## config.mk

```make
export PLATFORM = sky130hd
export DESIGN_NAME = dma_rd_req_gen
export DESIGN_NICKNAME = d
export VERILOG_FILES = /design/src/rtl/dma_rd_pkg.sv /design/src/rtl/dma_tag_pool.sv /design/src/rtl/dma_rd_req_gen.sv
export SDC_FILE = /design/constraint.sdc
export NUM_CORES = 1
export LEC_CHECK = 0
export CELL_PAD_IN_SITES_DETAIL_PLACEMENT = 0
export CELL_PAD_IN_SITES_GLOBAL_PLACEMENT = 1
export CORE_MARGIN = 5
export CORE_UTILIZATION = 51
export DETAILED_ROUTE_END_ITERATION = 12
export PLACE_DENSITY = 0.88
export SLEW_MARGIN = 10
export SYNTH_ARGS = -nofsm -noshare
export SYNTH_HDL_FRONTEND = slang
export SYNTH_HIERARCHICAL = 1
export SYNTH_SLANG_ARGS = --single-unit
```

## constraint.sdc

```tcl
create_clock -name clk_125 -period 15.3 [get_ports clk_125]
set_input_delay 2.295 -clock clk_125 [delete_from_list [all_inputs] [get_ports clk_125]]
set_output_delay 2.295 -clock clk_125 [all_outputs]
set_load 0.005 [all_outputs]
```

## src/rtl/dma_rd_pkg.sv

```systemverilog
// rtl/dma_rd_pkg.sv - shared types, MRd header constants and MRRS decode for the DMA read request generator
package dma_rd_pkg;

    typedef enum logic [2:0] {
        ST_IDLE    = 3'd0,
        ST_CALC    = 3'd1,
        ST_WAIT_CR = 3'd2,
        ST_REQ     = 3'd3,
        ST_HDR     = 3'd4
    } rd_state_e;

    localparam logic [1:0] FMT_3DW_NODATA = 2'b00;
    localparam logic [1:0] FMT_4DW_NODATA = 2'b01;
    localparam logic [4:0] TYPE_MRD       = 5'b00000;

    localparam int HDR3_BITS = 96;
    localparam int HDR4_BITS = 128;

    // MRRS code n means 128 << n bytes, never more than the build-time cap
    function automatic logic [12:0] mrrs_bytes(input logic [2:0] code, input int unsigned max_bytes);
        int unsigned b;
        b = 32'd128 << code;
        if (b > max_bytes) b = max_bytes;
        return 13'(b);
    endfunction

endpackage

```

## src/rtl/dma_tag_pool.sv

```systemverilog
// rtl/dma_tag_pool.sv - tag free bitmap, lowest-free allocator, tag->channel map and outstanding count
module dma_tag_pool #(
    parameter int TAG_W = 5
) (
    input  logic             clk_125,
    input  logic             rstn,
    input  logic             alloc_i,
    input  logic [2:0]       alloc_ch_i,
    input  logic             free_vld_i,
    input  logic [TAG_W-1:0] free_tag_i,
    input  logic [TAG_W-1:0] lkup_tag_i,
    output logic             avail_o,
    output logic [TAG_W-1:0] alloc_tag_o,
    output logic [2:0]       lkup_ch_o,
    output logic [TAG_W:0]   tags_out_o,
    output logic             err_tag_o
);

    localparam int NT = 1 << TAG_W;

    logic [NT-1:0]  busy_q;
    logic [2:0]     map_q [NT];
    logic [2:0]     lkup_ch_q;
    logic [TAG_W:0] cnt_q;
    logic           err_q;
    logic           free_hit_c;

    assign free_hit_c = free_vld_i & busy_q[free_tag_i];

    // scan downward so the lowest free tag is the one left standing
    always_comb begin
        avail_o     = 1'b0;
        alloc_tag_o = '0;
        for (int t = NT - 1; t >= 0; t--) begin
            if (!busy_q[t]) begin
                avail_o     = 1'b1;
                alloc_tag_o = TAG_W'(t);
            end
        end
    end

    always_ff @(posedge clk_125) begin
        if (!rstn) begin
            busy_q    <= '0;
            cnt_q     <= '0;
            err_q     <= 1'b0;
            lkup_ch_q <= '0;
            for (int t = 0; t < NT; t++) map_q[t] <= '0;
        end else begin
            if (free_hit_c) busy_q[free_tag_i] <= 1'b0;
            if (free_vld_i && !busy_q[free_tag_i]) err_q <= 1'b1;
            if (alloc_i) begin
                busy_q[alloc_tag_o] <= 1'b1;
                map_q[alloc_tag_o]  <= alloc_ch_i;
            end
            case ({alloc_i, free_hit_c})
                2'b10:   cnt_q <= cnt_q + (TAG_W + 1)'(1);
                2'b01:   cnt_q <= cnt_q - (TAG_W + 1)'(1);
                default: cnt_q <= cnt_q;
            endcase
            lkup_ch_q <= map_q[lkup_tag_i];
        end
    end

    assign lkup_ch_o  = lkup_ch_q;
    assign tags_out_o = cnt_q;
    assign err_tag_o  = err_q;

endmodule

```

## src/rtl/dma_rd_req_gen.sv

```systemverilog
// rtl/dma_rd_req_gen.sv - multi-channel PCIe MRd request generator; DMA_RD_64B_ADDR_EN enables 64-bit addresses / 4DW headers
module dma_rd_req_gen
    import dma_rd_pkg::*;
#(
    parameter int NUM_CH       = 4,
    parameter int DATA_W       = 16,
    parameter int LEN_W        = 16,
    parameter int TAG_W        = 5,
    parameter int MAX_RD_BYTES = 512,
`ifdef DMA_RD_64B_ADDR_EN
    localparam int ADDR_W      = 64
`else
    localparam int ADDR_W      = 32
`endif
) (
    input  logic                     clk_125,
    input  logic                     rstn,
    input  logic                     enable,
    input  logic [15:0]              requestor_id,
    input  logic [2:0]               max_rd_req_sz,
    input  logic [NUM_CH-1:0]        ch_req,
    input  logic [NUM_CH*ADDR_W-1:0] ch_addr,
    input  logic [NUM_CH*LEN_W-1:0]  ch_len,
    output logic [NUM_CH-1:0]        ch_ack,
    output logic [NUM_CH-1:0]        ch_done,
    output logic                     tx_req,
    input  logic                     tx_rdy,
    output logic                     tx_st,
    output logic                     tx_end,
    output logic [DATA_W-1:0]        tx_data,
    input  logic [8:0]               tx_ca_nph,
    input  logic                     tag_free_vld,
    input  logic [TAG_W-1:0]         tag_free,
    input  logic [TAG_W-1:0]         lkup_tag,
    output logic [2:0]               lkup_ch,
    output logic [TAG_W:0]           tags_out,
    output logic                     err_tag,
    output logic                     busy
);

    localparam logic [3:0]        BEATS3    = 4'(HDR3_BITS / DATA_W);
    localparam logic [3:0]        BEATS4    = 4'(HDR4_BITS / DATA_W);
    localparam logic [ADDR_W-1:0] ADDR_MASK = ~ADDR_W'(3);
    localparam logic [LEN_W-1:0]  LEN_MASK  = ~LEN_W'(3);

    rd_state_e          state_q;
    logic [ADDR_W-1:0]  addr_q [8];
    logic [LEN_W-1:0]   rem_q  [8];
    logic [2:0]         rr_q, cur_q;
    logic [12:0]        seg_q;
    logic [127:0]       hdr_q;
    logic [3:0]         nbeats_q, beat_q;
    logic               tx_req_q, tx_st_q, tx_end_q;
    logic [DATA_W-1:0]  tx_data_q;
    logic [NUM_CH-1:0]  ch_ack_q, ch_done_q;

    logic [ADDR_W-1:0]  ld_addr_c [NUM_CH];
    logic [LEN_W-1:0]   ld_len_c  [NUM_CH];
    logic               grant_vld_c, any_rem_c;
    logic [2:0]         grant_ch_c;
    logic [ADDR_W-1:0]  cur_addr_c;
    logic [12:0]        mrrs_c, bnd_c, lim_c, seg_c;
    logic [31:0]        rem32_c;
    logic               credit_ok_c, alloc_c, tag_avail_c;
    logic [TAG_W-1:0]   alloc_tag_c;
    logic [31:0]        dw1_c;
    logic [3:0]         lbe_c;
    logic [127:0]       hdr_c;
    logic [3:0]         nbeats_c;

    always_comb begin
        for (int i = 0; i < NUM_CH; i++) begin
            ld_addr_c[i] = ch_addr[i*ADDR_W +: ADDR_W] & ADDR_MASK;
            ld_len_c[i]  = ch_len[i*LEN_W +: LEN_W] & LEN_MASK;
        end
    end

    // round-robin: first channel with work at or after the pointer
    always_comb begin
        grant_vld_c = 1'b0;
        grant_ch_c  = '0;
        any_rem_c   = 1'b0;
        for (int k = NUM_CH - 1; k >= 0; k--) begin
            int idx;
            idx = int'(rr_q) + k;
            if (idx >= NUM_CH) idx = idx - NUM_CH;
            if (rem_q[3'(idx)] != '0) begin
                grant_vld_c = 1'b1;
                grant_ch_c  = 3'(idx);
                any_rem_c   = 1'b1;
            end
        end
    end

    assign cur_addr_c = addr_q[cur_q];

    always_comb begin
        mrrs_c  = mrrs_bytes(max_rd_req_sz, MAX_RD_BYTES);
        bnd_c   = 13'h1000 - {1'b0, cur_addr_c[11:0]};
        lim_c   = (mrrs_c < bnd_c) ? mrrs_c : bnd_c;
        rem32_c = 32'(rem_q[cur_q]);
        seg_c   = (rem32_c < 32'(lim_c)) ? rem32_c[12:0] : lim_c;
    end

    assign credit_ok_c = tx_ca_nph[8] | (tx_ca_nph[7:0] != 8'd0);
    assign alloc_c     = (state_q == ST_WAIT_CR) && credit_ok_c && tag_avail_c;

    assign lbe_c = (seg_q > 13'd4) ? 4'hF : 4'h0;
    assign dw1_c = {requestor_id, 8'(alloc_tag_c), lbe_c, 4'hF};

    // seg_q[11:2] maps a full 4 KB request to the 0 length encoding
    always_comb begin
`ifdef DMA_RD_64B_ADDR_EN
        if (cur_addr_c[63:32] != 32'd0) begin
            hdr_c    = {1'b0, FMT_4DW_NODATA, TYPE_MRD, 14'd0, seg_q[11:2],
                        dw1_c, cur_addr_c[63:32], cur_addr_c[31:2], 2'b00};
            nbeats_c = BEATS4;
        end else begin
            hdr_c    = {1'b0, FMT_3DW_NODATA, TYPE_MRD, 14'd0, seg_q[11:2],
                        dw1_c, cur_addr_c[31:2], 2'b00, 32'd0};
            nbeats_c = BEATS3;
        end
`else
        hdr_c    = {1'b0, FMT_3DW_NODATA, TYPE_MRD, 14'd0, seg_q[11:2],
                    dw1_c, cur_addr_c[31:2], 2'b00, 32'd0};
        nbeats_c = (BEATS4 != 4'd0) ? BEATS3 : BEATS3;
`endif
    end

    always_ff @(posedge clk_125) begin
        if (!rstn) begin
            state_q   <= ST_IDLE;
            rr_q      <= '0;
            cur_q     <= '0;
            seg_q     <= '0;
            hdr_q     <= '0;
            nbeats_q  <= '0;
            beat_q    <= '0;
            tx_req_q  <= 1'b0;
            tx_st_q   <= 1'b0;
            tx_end_q  <= 1'b0;
            tx_data_q <= '0;
            ch_ack_q  <= '0;
            ch_done_q <= '0;
            for (int k = 0; k < 8; k++) begin
                addr_q[k] <= '0;
                rem_q[k]  <= '0;
            end
        end else begin
            ch_ack_q  <= '0;
            ch_done_q <= '0;

            // the ack cycle is skipped so a held request cannot reload a zero-length job back to back
            for (int i = 0; i < NUM_CH; i++) begin
                if (ch_req[i] && rem_q[i] == '0 && !ch_ack_q[i]) begin
                    addr_q[i]   <= ld_addr_c[i];
                    rem_q[i]    <= ld_len_c[i];
                    ch_ack_q[i] <= 1'b1;
                    if (ld_len_c[i] == '0) ch_done_q[i] <= 1'b1;
                end
            end

            case (state_q)
                ST_IDLE: begin
                    if (enable && grant_vld_c) begin
                        cur_q   <= grant_ch_c;
                        rr_q    <= (grant_ch_c == 3'(NUM_CH - 1)) ? 3'd0 : grant_ch_c + 3'd1;
                        state_q <= ST_CALC;
                    end
                end
                ST_CALC: begin
                    seg_q   <= seg_c;
                    state_q <= ST_WAIT_CR;
                end
                ST_WAIT_CR: begin
                    if (alloc_c) begin
                        hdr_q    <= hdr_c;
                        nbeats_q <= nbeats_c;
                        tx_req_q <= 1'b1;
                        state_q  <= ST_REQ;
                    end
                end
                ST_REQ: begin
                    if (tx_rdy) begin
                        tx_req_q  <= 1'b0;
                        tx_st_q   <= 1'b1;
                        tx_data_q <= hdr_q[127 -: DATA_W];
                        hdr_q     <= hdr_q << DATA_W;
                        beat_q    <= 4'd1;
                        tx_end_q  <= (nbeats_q == 4'd1);
                        state_q   <= ST_HDR;
                    end
                end
                ST_HDR: begin
                    tx_st_q <= 1'b0;
                    if (tx_end_q) begin
                        tx_end_q      <= 1'b0;
                        tx_data_q     <= '0;
                        addr_q[cur_q] <= cur_addr_c + ADDR_W'(seg_q);
                        rem_q[cur_q]  <= rem_q[cur_q] - LEN_W'(seg_q);
                        for (int i = 0; i < NUM_CH; i++) begin
                            if (3'(i) == cur_q && rem32_c == 32'(seg_q)) ch_done_q[i] <= 1'b1;
                        end
                        state_q <= ST_IDLE;
                    end else begin
                        tx_data_q <= hdr_q[127 -: DATA_W];
                        hdr_q     <= hdr_q << DATA_W;
                        beat_q    <= beat_q + 4'd1;
                        tx_end_q  <= (beat_q + 4'd1 == nbeats_q);
                    end
                end
                default: state_q <= ST_IDLE;
            endcase
        end
    end

    dma_tag_pool #(.TAG_W(TAG_W)) u_tag_pool (
        .clk_125    (clk_125),
        .rstn       (rstn),
        .alloc_i    (alloc_c),
        .alloc_ch_i (cur_q),
        .free_vld_i (tag_free_vld),
        .free_tag_i (tag_free),
        .lkup_tag_i (lkup_tag),
        .avail_o    (tag_avail_c),
        .alloc_tag_o(alloc_tag_c),
        .lkup_ch_o  (lkup_ch),
        .tags_out_o (tags_out),
        .err_tag_o  (err_tag)
    );

    assign ch_ack  = ch_ack_q;
    assign ch_done = ch_done_q;
    assign tx_req  = tx_req_q;
    assign tx_st   = tx_st_q;
    assign tx_end  = tx_end_q;
    assign tx_data = tx_data_q;
    assign busy    = any_rem_c | (state_q != ST_IDLE);

endmodule

```

==> results of run 1 <==
[power groups by stage]
stage / Sequential [mW] / Combinational (mW) / Clock, mW
6_report: 2.08 / 0.749 / 1.82
2_1_floorplan: 2.10 / 0.493 / 0
4_1_cts: 2.08 / 0.741 / 1.84
3_5_place_dp: 2.12 / 0.736 / 0
5_1_grt: 2.09 / 0.809 / 1.92
3_3_place_gp: 2.12 / 0.724 / 0
[through the flow]
step / area [um2] / power (mW) / setup WS (ns) / hold WS [ns]
floorplan: 33700 / 2.59 / 8.63 / 0.432
global placement: 36800 / 2.84 / 7.52 / 0.438
detailed placement: 36800 / 2.86 / 7.51 / 0.445
CTS: 39300 / 4.66 / 7.51 / 0.452
global route: 39300 / 4.82 / 7.03 / 0.470
finish: 39300 / 4.65 / 7.41 / 0.449
[critical path, delay by kind of cell, from the launching register on]
family | cells | cell delay, ns
buf+inv | 6 | 2.06
simple gates | 7 | 1.78
compound gates | 8 | 1.59
mux | 3 | 1.17
fa+ha+maj | 2 | 0.63
flops | 1 | 0.45
[layer usage]
layer,part of all wire,vias to the layer above
li1,-,11829
met1,0.40,12756
met2,0.48,1443
met3,0.097,211
met4,0.026,0
met5,0,-
[cell type report]
class | count | area share
clock inverters | 38 | 0.0117
flip-flops and latches | 673 | 0.466
well taps | 864 | 0.0275
clock buffers | 92 | 0.0515
multi-input cells | 2133 | 0.363
inverters | 81 | 0.00781
repair buffers | 297 | 0.0732
[registers in the layout (all words and copies together) (netlist names), named ones only]
signal                 flops
tx_data                   16
u_tag_pool/err_tag_o       1
seg_q                     13
hdr_q                     94
addr_q                   256
rem_q                    128
cur_q                      3
beat_q                     4
ch_ack                     4
u_tag_pool/lkup_ch_o       3
tx_end                     1
tx_req                     1
rr_q                       3
state_q                    3
ch_done                    4
u_tag_pool/busy_q         32
nbeats_q                   1
tx_st                      1
u_tag_pool/tags_out_o      6
u_tag_pool/map_q          96
[cell usage in the layout (no fill, tap or decap), drive strengths merged, types with 16 or more instances in the layout]
| cell | count |
|---|---|
| nor2b | 18 |
| nor3 | 126 |
| dfxtp | 193 |
| xnor2 | 43 |
| buf | 39 |
| a21o | 17 |
| a311oi | 25 |
| nand3 | 74 |
| clkdlybuf4s50 | 258 |
| nand4 | 31 |
| inv | 83 |
| a21oi | 116 |
| mux2i | 46 |
| clkinv | 24 |
| nor4 | 69 |
| o311ai | 26 |
| mux4 | 127 |
| clkbuf | 92 |
| nand2 | 478 |
| and2 | 18 |
| edfxtp | 480 |
| o211ai | 31 |
| a211oi | 16 |
| o21ai | 280 |
| ha | 54 |
| nand2b | 24 |
| nor2 | 323 |
[synthesized netlist by cell type, types with 9 or more instances]
| library cell | instances | share of area |
|---|---|---|
| sky130_fd_sc_hd__a311oi_1 | 25 | 0.0065 |
| sky130_fd_sc_hd__buf_4 | 9 | 0.0020 |
| sky130_fd_sc_hd__a21oi_1 | 115 | 0.017 |
| sky130_fd_sc_hd__inv_1 | 78 | 0.0087 |
| sky130_fd_sc_hd__nand2_1 | 477 | 0.053 |
| sky130_fd_sc_hd__o21ai_0 | 273 | 0.041 |
| sky130_fd_sc_hd__nand4_1 | 30 | 0.0056 |
| sky130_fd_sc_hd__nor2b_1 | 18 | 0.0033 |
| sky130_fd_sc_hd__ha_1 | 54 | 0.020 |
| sky130_fd_sc_hd__mux2i_1 | 42 | 0.012 |
| sky130_fd_sc_hd__mux2_2 | 10 | 0.0033 |
| sky130_fd_sc_hd__o311ai_0 | 25 | 0.0065 |
| sky130_fd_sc_hd__nor4_1 | 66 | 0.012 |
| sky130_fd_sc_hd__buf_1 | 15 | 0.0017 |
| sky130_fd_sc_hd__o41ai_1 | 9 | 0.0023 |
| sky130_fd_sc_hd__o22ai_1 | 15 | 0.0028 |
| sky130_fd_sc_hd__nor3_1 | 123 | 0.018 |
| sky130_fd_sc_hd__xnor2_1 | 40 | 0.010 |
| sky130_fd_sc_hd__nor2_1 | 322 | 0.036 |
| sky130_fd_sc_hd__nand3_1 | 73 | 0.011 |
| sky130_fd_sc_hd__o211ai_1 | 31 | 0.0069 |
| sky130_fd_sc_hd__nand2b_1 | 23 | 0.0043 |
| sky130_fd_sc_hd__a31oi_1 | 12 | 0.0022 |
| sky130_fd_sc_hd__mux4_2 | 108 | 0.072 |
| sky130_fd_sc_hd__a21o_1 | 17 | 0.0038 |
| sky130_fd_sc_hd__edfxtp_1 | 480 | 0.43 |
| sky130_fd_sc_hd__buf_2 | 23 | 0.0034 |
| sky130_fd_sc_hd__mux4_1 | 19 | 0.015 |
| sky130_fd_sc_hd__dfxtp_1 | 193 | 0.11 |
| sky130_fd_sc_hd__and2_1 | 17 | 0.0032 |
| sky130_fd_sc_hd__xor2_1 | 15 | 0.0039 |
| sky130_fd_sc_hd__nor3b_1 | 9 | 0.0020 |
| sky130_fd_sc_hd__or3_1 | 12 | 0.0022 |
| sky130_fd_sc_hd__clkbuf_1 | 160 | 0.018 |
| sky130_fd_sc_hd__a211oi_1 | 14 | 0.0031 |
[worst max-delay path by stage]
| stage | start | endpoint | slack [ns] | cells after the start |
|---|---|---|---|---|
| 2_1_floorplan | flop | seg_q[3] | 8.63 | 33 |
| 3_3_place_gp | flop | seg_q[11] | 7.52 | 26 |
| 3_5_place_dp | flop | seg_q[12] | 7.51 | 28 |
| 4_1_cts | flop | seg_q[12] | 7.51 | 28 |
| 5_1_grt | flop | seg_q[12] | 7.03 | 28 |
| 6_report | flop | seg_q[12] | 7.41 | 26 |
[cells by family (layout without fill, tap and decap cells)]
| family | count (synthesis) | in the layout |
|---|---|---|
| xor gates and xnor gates | 58 | 58 |
| DFF | 673 | 673 |
| AOI/OAI and AO/OA | 612 | 612 |
| muxes | 185 | 185 |
| and+or+nand+nor | 1218 | 1218 |
| other | 1 | 3 |
| adders and majority gates | 57 | 57 |
| buffers and inverters | 301 | 508 |
==> Flow_metrics.wiki, run 1 <==
{| class="wikitable"
! Metric !! Value
|-
| Fin crit period || between 7 and 8 ns
|-
| Drt total wl || 98.8 mm
|-
| Buffers inserted by post-CTS timing repair || 0
|-
| Sequential cell fraction of total power || 0.448
|-
| Maximum clock frequency || ~130 MHz
|-
| Worst hold path class || flop to flop
|-
| GP Congestion || 0.923
|-
| Most numerous cell on the critical path || sky130_fd_sc_hd__buf_4
|-
| I/O pin count || approximately 280
|-
| Maximum level of the CTS H-tree || 3
|-
| Flip-flop and latch count after synthesis || 673
|-
| Number of filler instances in the final layout || 5264
|-
| Setup clock skew after layout || 0.0280 ns
|-
| DR vias || approximately 26k
|-
| Main combinational cell family by area after synthesis || simple AND/OR/NAND/NOR gates
|-
| Die Y || 267 um
|-
| Leakage power of the design || 13.6 nW
|-
| DP Cell Count || approximately 4k
|-
| Post-CTS Hold Buffers || 0
|-
| Detail Placement HPWL || between 60 and 70 mm
|-
| Number of standard-cell rows in the floorplan || 94
|-
| Kind of start point of the critical path || flop
|-
| Max-cap violations || 0
|-
| Number of setup violations in the final report || 0
|-
| Worst supply voltage drop on vdd || slightly below 0.1 mV
|-
| Result of the run || completed
|-
| CTS-repair resized insts || 0
|-
| Count of non-filler cells in the finished layout || 4178
|-
| Mapped Avg Cell Area || 10.9 um2
|-
| RSZ-0062 raised after global routing || no
|-
| Multi-input combinational cell area || 0.0142 mm2
|-
| Buffer levels on the longest clock path || 3
|-
| Hold path startpoint || tx_data[1]
|-
| Synthesized-area fraction occupied by adder cells || 0.0218
|-
| Primary FF master, synth || sky130_fd_sc_hd__edfxtp_1
|-
| Max-slew violation total from the final report || 0
|-
| Vias per Instance || 6.28
|-
| Length in cells of the worst reg-to-reg path || 26
|-
| DRC viols || 0
|-
| Portion of the post-synthesis area used by sequential elements || 0.542
|-
| Sum of negative setup slack || 0 ns
|-
| Clk slew on worst S/H paths || 0.06 ns
|-
| Capture point of the worst reg-to-reg path || seg_q[12]
|-
| Fin crit share || 0.516
|-
| Minimum setup slack among reg-to-reg paths || 7.41 ns
|-
| Number of antenna violations at the first check in global routing || 0
|-
| Worst Hold Depth || 2
|-
| Met2 GRT Util || 0.446
|-
| Kind of end point of the critical path || flop
|-
| Global routing usage on met3 || 0.0520
|-
| Yosys Warn Count || 6
|-
| Number of distinct library cells after synthesis || 99
|-
| Remaining antenna violation count || 0
|-
| Chip width || 267 um
|-
| Pin count of the biggest net entering global routing || 117
|-
| TritonCTS clock tree || yes
|-
| Int Power || 3.38 mW
|-
| Critical path type || flop to flop
|-
| Remaining Overflow, GRT || 0
|-
| Worst-skew pair later-pin latency || 0.62 ns
|-
| Endpoint of the worst hold-timing path || tx_data[1]
|-
| Highest net fanout along the worst path || 59
|-
| Worst slew pin tran || 1.25 ns
|-
| First-pass GRT wire length || between 150 and 200 mm
|-
| Met1 global-route usage || 0.371
|-
| FF+latch area || 0.0183 mm2
|-
| Switching share of power || 0.273
|-
| Area delta synth->final || 16.4%
|-
| Die footprint || between 0.07 and 0.08 mm2
|-
| Switching power || 1.27 mW
|-
| Routed wire per std cell || 23.6 um
|-
| XOR/XNOR share of the synthesized area || 0.0157
|-
| Clock power share || 0.391
|-
| Proportion of synthesized area in mux cells || 0.106
|-
| Final cell utilization of the core || 0.598
|-
| Vias in the first global route || 26.1k
|-
| Fraction of final layout cells with drive strength greater than 1 || 0.101
|-
| Root buffer selected by CTS || sky130_fd_sc_hd__clkbuf_16
|-
| Net count, final || ~3.6k
|-
| Area fraction in compound gates after synthesis || 0.112
|-
| Endpoint arrival time on the critical path || 8.36 ns
|-
| Diode count || 0
|-
| # port buffers || 260
|-
| Combinational power share || 0.161
|-
| Number of buffers added by the clock tree synthesis step || 73
|-
| Syn Inst Count || a little over 3k
|-
| Critical path required time || 15.77 ns
|-
| Area of the mapped netlist || 0.0337 mm2
|-
| Power Density || 119 mW/mm2
|-
| Biggest cell delay along the critical path || 0.71 ns
|-
| Drt pass-1 iters || 7
|-
| Initial Utilization || 0.514
|-
| GR peak layer || met2
|-
| Clock sink total || 673
|-
| Worst slew margin relative to its limit || 0.167
|-
| Global-route total usage across every layer || 0.271
|-
| Fraction of the mapped netlist area in simple logic gates || 0.163
|-
| Area of the core region || 0.0656 mm2
|-
| Count of flip-flops with a built-in enable after synthesis || 480
|-
| Cell with the largest stage delay on the worst path || sky130_fd_sc_hd__buf_4
|-
| Starting DRT DRC Count || 2826
|-
| Share of async-settable or async-resettable flops after synthesis || 0
|-
| Final Hold Fails || 0
|}
Power figures use the tool's default switching activity.
==> run 2: changes to the inputs <==
CORE_UTILIZATION = 47   (was 51)
PLACE_DENSITY = 0.83   (was 0.88)
clock period = 8.15 ns   (was 15.3 ns; I/O delays follow)
==> run 2 against run 1 <==
- clock power is 80% higher
- clock skew shrank 0.0039 ns
- flip-flop and latch count is the same
- non-clock buffer count increased by 8
- sequential share of layout area fell by 0.061 points
- largest cell class unchanged
- critical endpoint is now seg_q[3]
- hold slack about the same
- maximum frequency rose by 14%
- wire length up 2.2%
- via count shrank 0.21%
- cell area increased by 0.13%
- highest routed layer unchanged
- die area grew 8.2%
==> Flow_metrics.wiki, run 2 (synthesis gave the netlist of run 1 again) <==
{| class="wikitable"
! Metric !! Value
|-
| Root buffer selected by CTS || sky130_fd_sc_hd__clkbuf_16
|-
| Clock sink total || 673
|-
| Number of antenna violations at the first check in global routing || 0
|-
| I/O pin count || around 280
|-
| Cell with the largest stage delay on the worst path || sky130_fd_sc_hd__mux4_1
|-
| Number of buffers added by the clock tree synthesis step || 75
|-
| Worst Path Buf+Inv || 3
|-
| Fin crit period || 6.94 ns
|-
| Remaining Overflow, GRT || 0
|-
| GP Congestion || 0.918
|-
| Die footprint || 0.0772 mm2
|-
| DRC viols || 0
|-
| Vias per Instance || about 6.1
|-
| # port buffers || 260
|-
| Biggest cell delay along the critical path || 0.68 ns
|-
| Area delta synth->final || 16.6%
|-
| Max-slew violation total from the final report || 0
|-
| Worst supply voltage drop on vdd || 0.144 mV
|-
| Number of setup violations in the final report || 0
|-
| Kind of end point of the critical path || flop
|-
| Pin count of the biggest net entering global routing || roughly 120
|-
| Hold path startpoint || hdr_q[107]
|-
| Critical path required time || 8.69 ns
|-
| DP Cell Count || 4142
|-
| Worst hold path class || flop to flop
|-
| Post-CTS Hold Buffers || 0
|-
| Setup clock skew after layout || between 0.02 and 0.025 ns
|-
| Buffer levels on the longest clock path || 3
|-
| Most numerous cell on the critical path || sky130_fd_sc_hd__ha_1
|-
| Endpoint arrival time on the critical path || 7.48 ns
|-
| Combinational power share || 0.164
|-
| Fraction of final layout cells with drive strength greater than 1 || 0.102
|-
| Area of the core region || 0.0714 mm2
|-
| Maximum level of the CTS H-tree || 3
|-
| Routed wire per std cell || 23.6 um
|-
| Switching share of power || 0.279
|-
| Result of the run || completed
|-
| Buffers inserted by post-CTS timing repair || 0
|-
| Sum of negative setup slack || 0 ns
|-
| Final Hold Fails || 0
|-
| Switching power || ~2.4 mW
|-
| Remaining antenna violation count || 0
|-
| Register name with the most flops || addr_q
|-
| Max-cap violations || 0
|-
| Count of non-filler cells in the finished layout || 4279
|-
| Clk slew on worst S/H paths || 0.06 ns
|-
| Detail Placement HPWL || 69.4 mm
|-
| Commonest non-fill, non-tap cell in the layout || sky130_fd_sc_hd__edfxtp_1
|-
| Leading cell types in the layout, fill and taps excluded || 480 x sky130_fd_sc_hd__edfxtp_1, 473 x sky130_fd_sc_hd__nand2_1, 317 x sky130_fd_sc_hd__nor2_1
|-
| Drt total wl || 101 mm
|-
| Number of standard-cell rows in the floorplan || 98
|-
| Clock power share || 0.380
|-
| Net count, final || about 3.6k
|-
| Worst slew margin relative to its limit || 0.178
|-
| Leakage power of the design || roughly 14 nW
|-
| Diode count || 0
|-
| Sequential cell fraction of total power || 0.455
|-
| Kind of start point of the critical path || flop
|-
| Registers with the most flip-flops || addr_q: 256 flops, rem_q: 128 flops, u_tag_pool/map_q: 96 flops
|-
| Max reg flops || 256
|-
| Global-route total usage across every layer || 0.253
|-
| Initial Utilization || 0.473
|-
| Maximum clock frequency || 144 MHz
|-
| Die Y || 278 um
|-
| RSZ-0062 raised after global routing || no
|-
| TritonCTS clock tree || yes
|-
| First-pass GRT wire length || approximately 150 mm
|-
| Power Density || roughly 220 mW/mm2
|-
| Fin crit share || 0.851
|-
| Drt pass-1 iters || 6
|-
| CTS-repair resized insts || 0
|-
| Int Power || 6.20 mW
|-
| Vias in the first global route || 26.1k
|-
| CP cell instances || mux4_1 > mux2i_4 > inv_2 > nor4_2 > nand2_1 > or4_1 > ha_1 > nand4_1 > nor2_1 > a211o_2 > inv_1 > o31ai_4 > mux2_4 > ha_1 > a21o_1 > a211oi_1 > nand3b_1 > o41ai_2 > buf_4 > a21oi_2 > a311o_1 > a21oi_1
|-
| Critical path type || flop to flop
|-
| Worst-skew pair later-pin latency || 0.61 ns
|-
| DR vias || 26.2k
|-
| Cell class contributing the biggest share of worst-path delay || compound AO/OA/AOI/OAI gates
|-
| Worst slew pin tran || 1.23 ns
|-
| Starting DRT DRC Count || 3099
|-
| Chip width || 278 um
|-
| Highest net fanout along the worst path || 29
|}
==> run 2: cell types whose count changed in the layout (fill, tap and decap cells not counted), sizes merged <==
cell / before / now
buf: 39 / 47
bufinv: 8 / 4
clkbuf: 92 / 97
clkinv: 24 / 28
clkinvlp: 4 / 7
inv: 83 / 82
==> run 2: final timing paths <==
path	end	slack, ns	depth (start not counted)
worst max register to register	seg_q[3]	1.21	22
worst min register to register	hdr_q[107]	0.45	2
worst min-delay path	hdr_q[107]	0.45	2
worst max-delay path	seg_q[3]	1.21	22
==> run 2: power by group through the flow <==
stage | Clock [mW] | Sequential, mW | Combinational [mW]
floorplan | 0 | 3.94 | 0.926
global placement | 0 | 3.98 | 1.36
detailed placement | 0 | 3.99 | 1.39
CTS | 3.32 | 3.92 | 1.40
global route | 3.47 | 3.94 | 1.53
finish | 3.27 | 3.92 | 1.42
==> run 2: cell type report <==
type | count | area, um2
clock buffer | 97 | 2000
clock inverter | 40 | 355
fill | 6064 | 32100
inverter | 81 | 307
multi-input combinational | 2133 | 14200
sequential | 673 | 18300
tap | 950 | 1190
timing repair buffer | 305 | 2930
==> run 2: per-layer routing <==
layer  GRT usage  vias up  routed length, um
li1            -    11867                  -
met1       0.351    12873              41800
met2       0.410     1276              47700
met3      0.0486      168               9020
met4      0.0696        0               2410
met5           0        -                  0
==> run 2: stage by stage <==
| step | area, um2 | power (mW) | setup WS (ns) | hold slack [ns] | util |
|---|---|---|---|---|---|
| 6_report | 39300 | 8.61 | 1.21 | 0.450 | 0.551 |
| 5_1_grt | 39300 | 8.93 | 0.678 | 0.465 | 0.551 |
| 4_1_cts | 39300 | 8.63 | 1.23 | 0.451 | 0.551 |
| 3_5_place_dp | 36900 | 5.38 | 1.26 | 0.443 | 0.518 |
| 3_3_place_gp | 36900 | 5.35 | 1.27 | 0.438 | 0.518 |
| 2_1_floorplan | 33700 | 4.86 | 1.48 | 0.432 | - |
==> run 2: worst min-delay path: cells and delay by family (launching register included) <==
kind / cells / cell delay, ns
AO/OA/AOI/OAI: 1 / 0.05
flip-flops: 1 / 0.31
AND/OR/NAND/NOR: 1 / 0.05
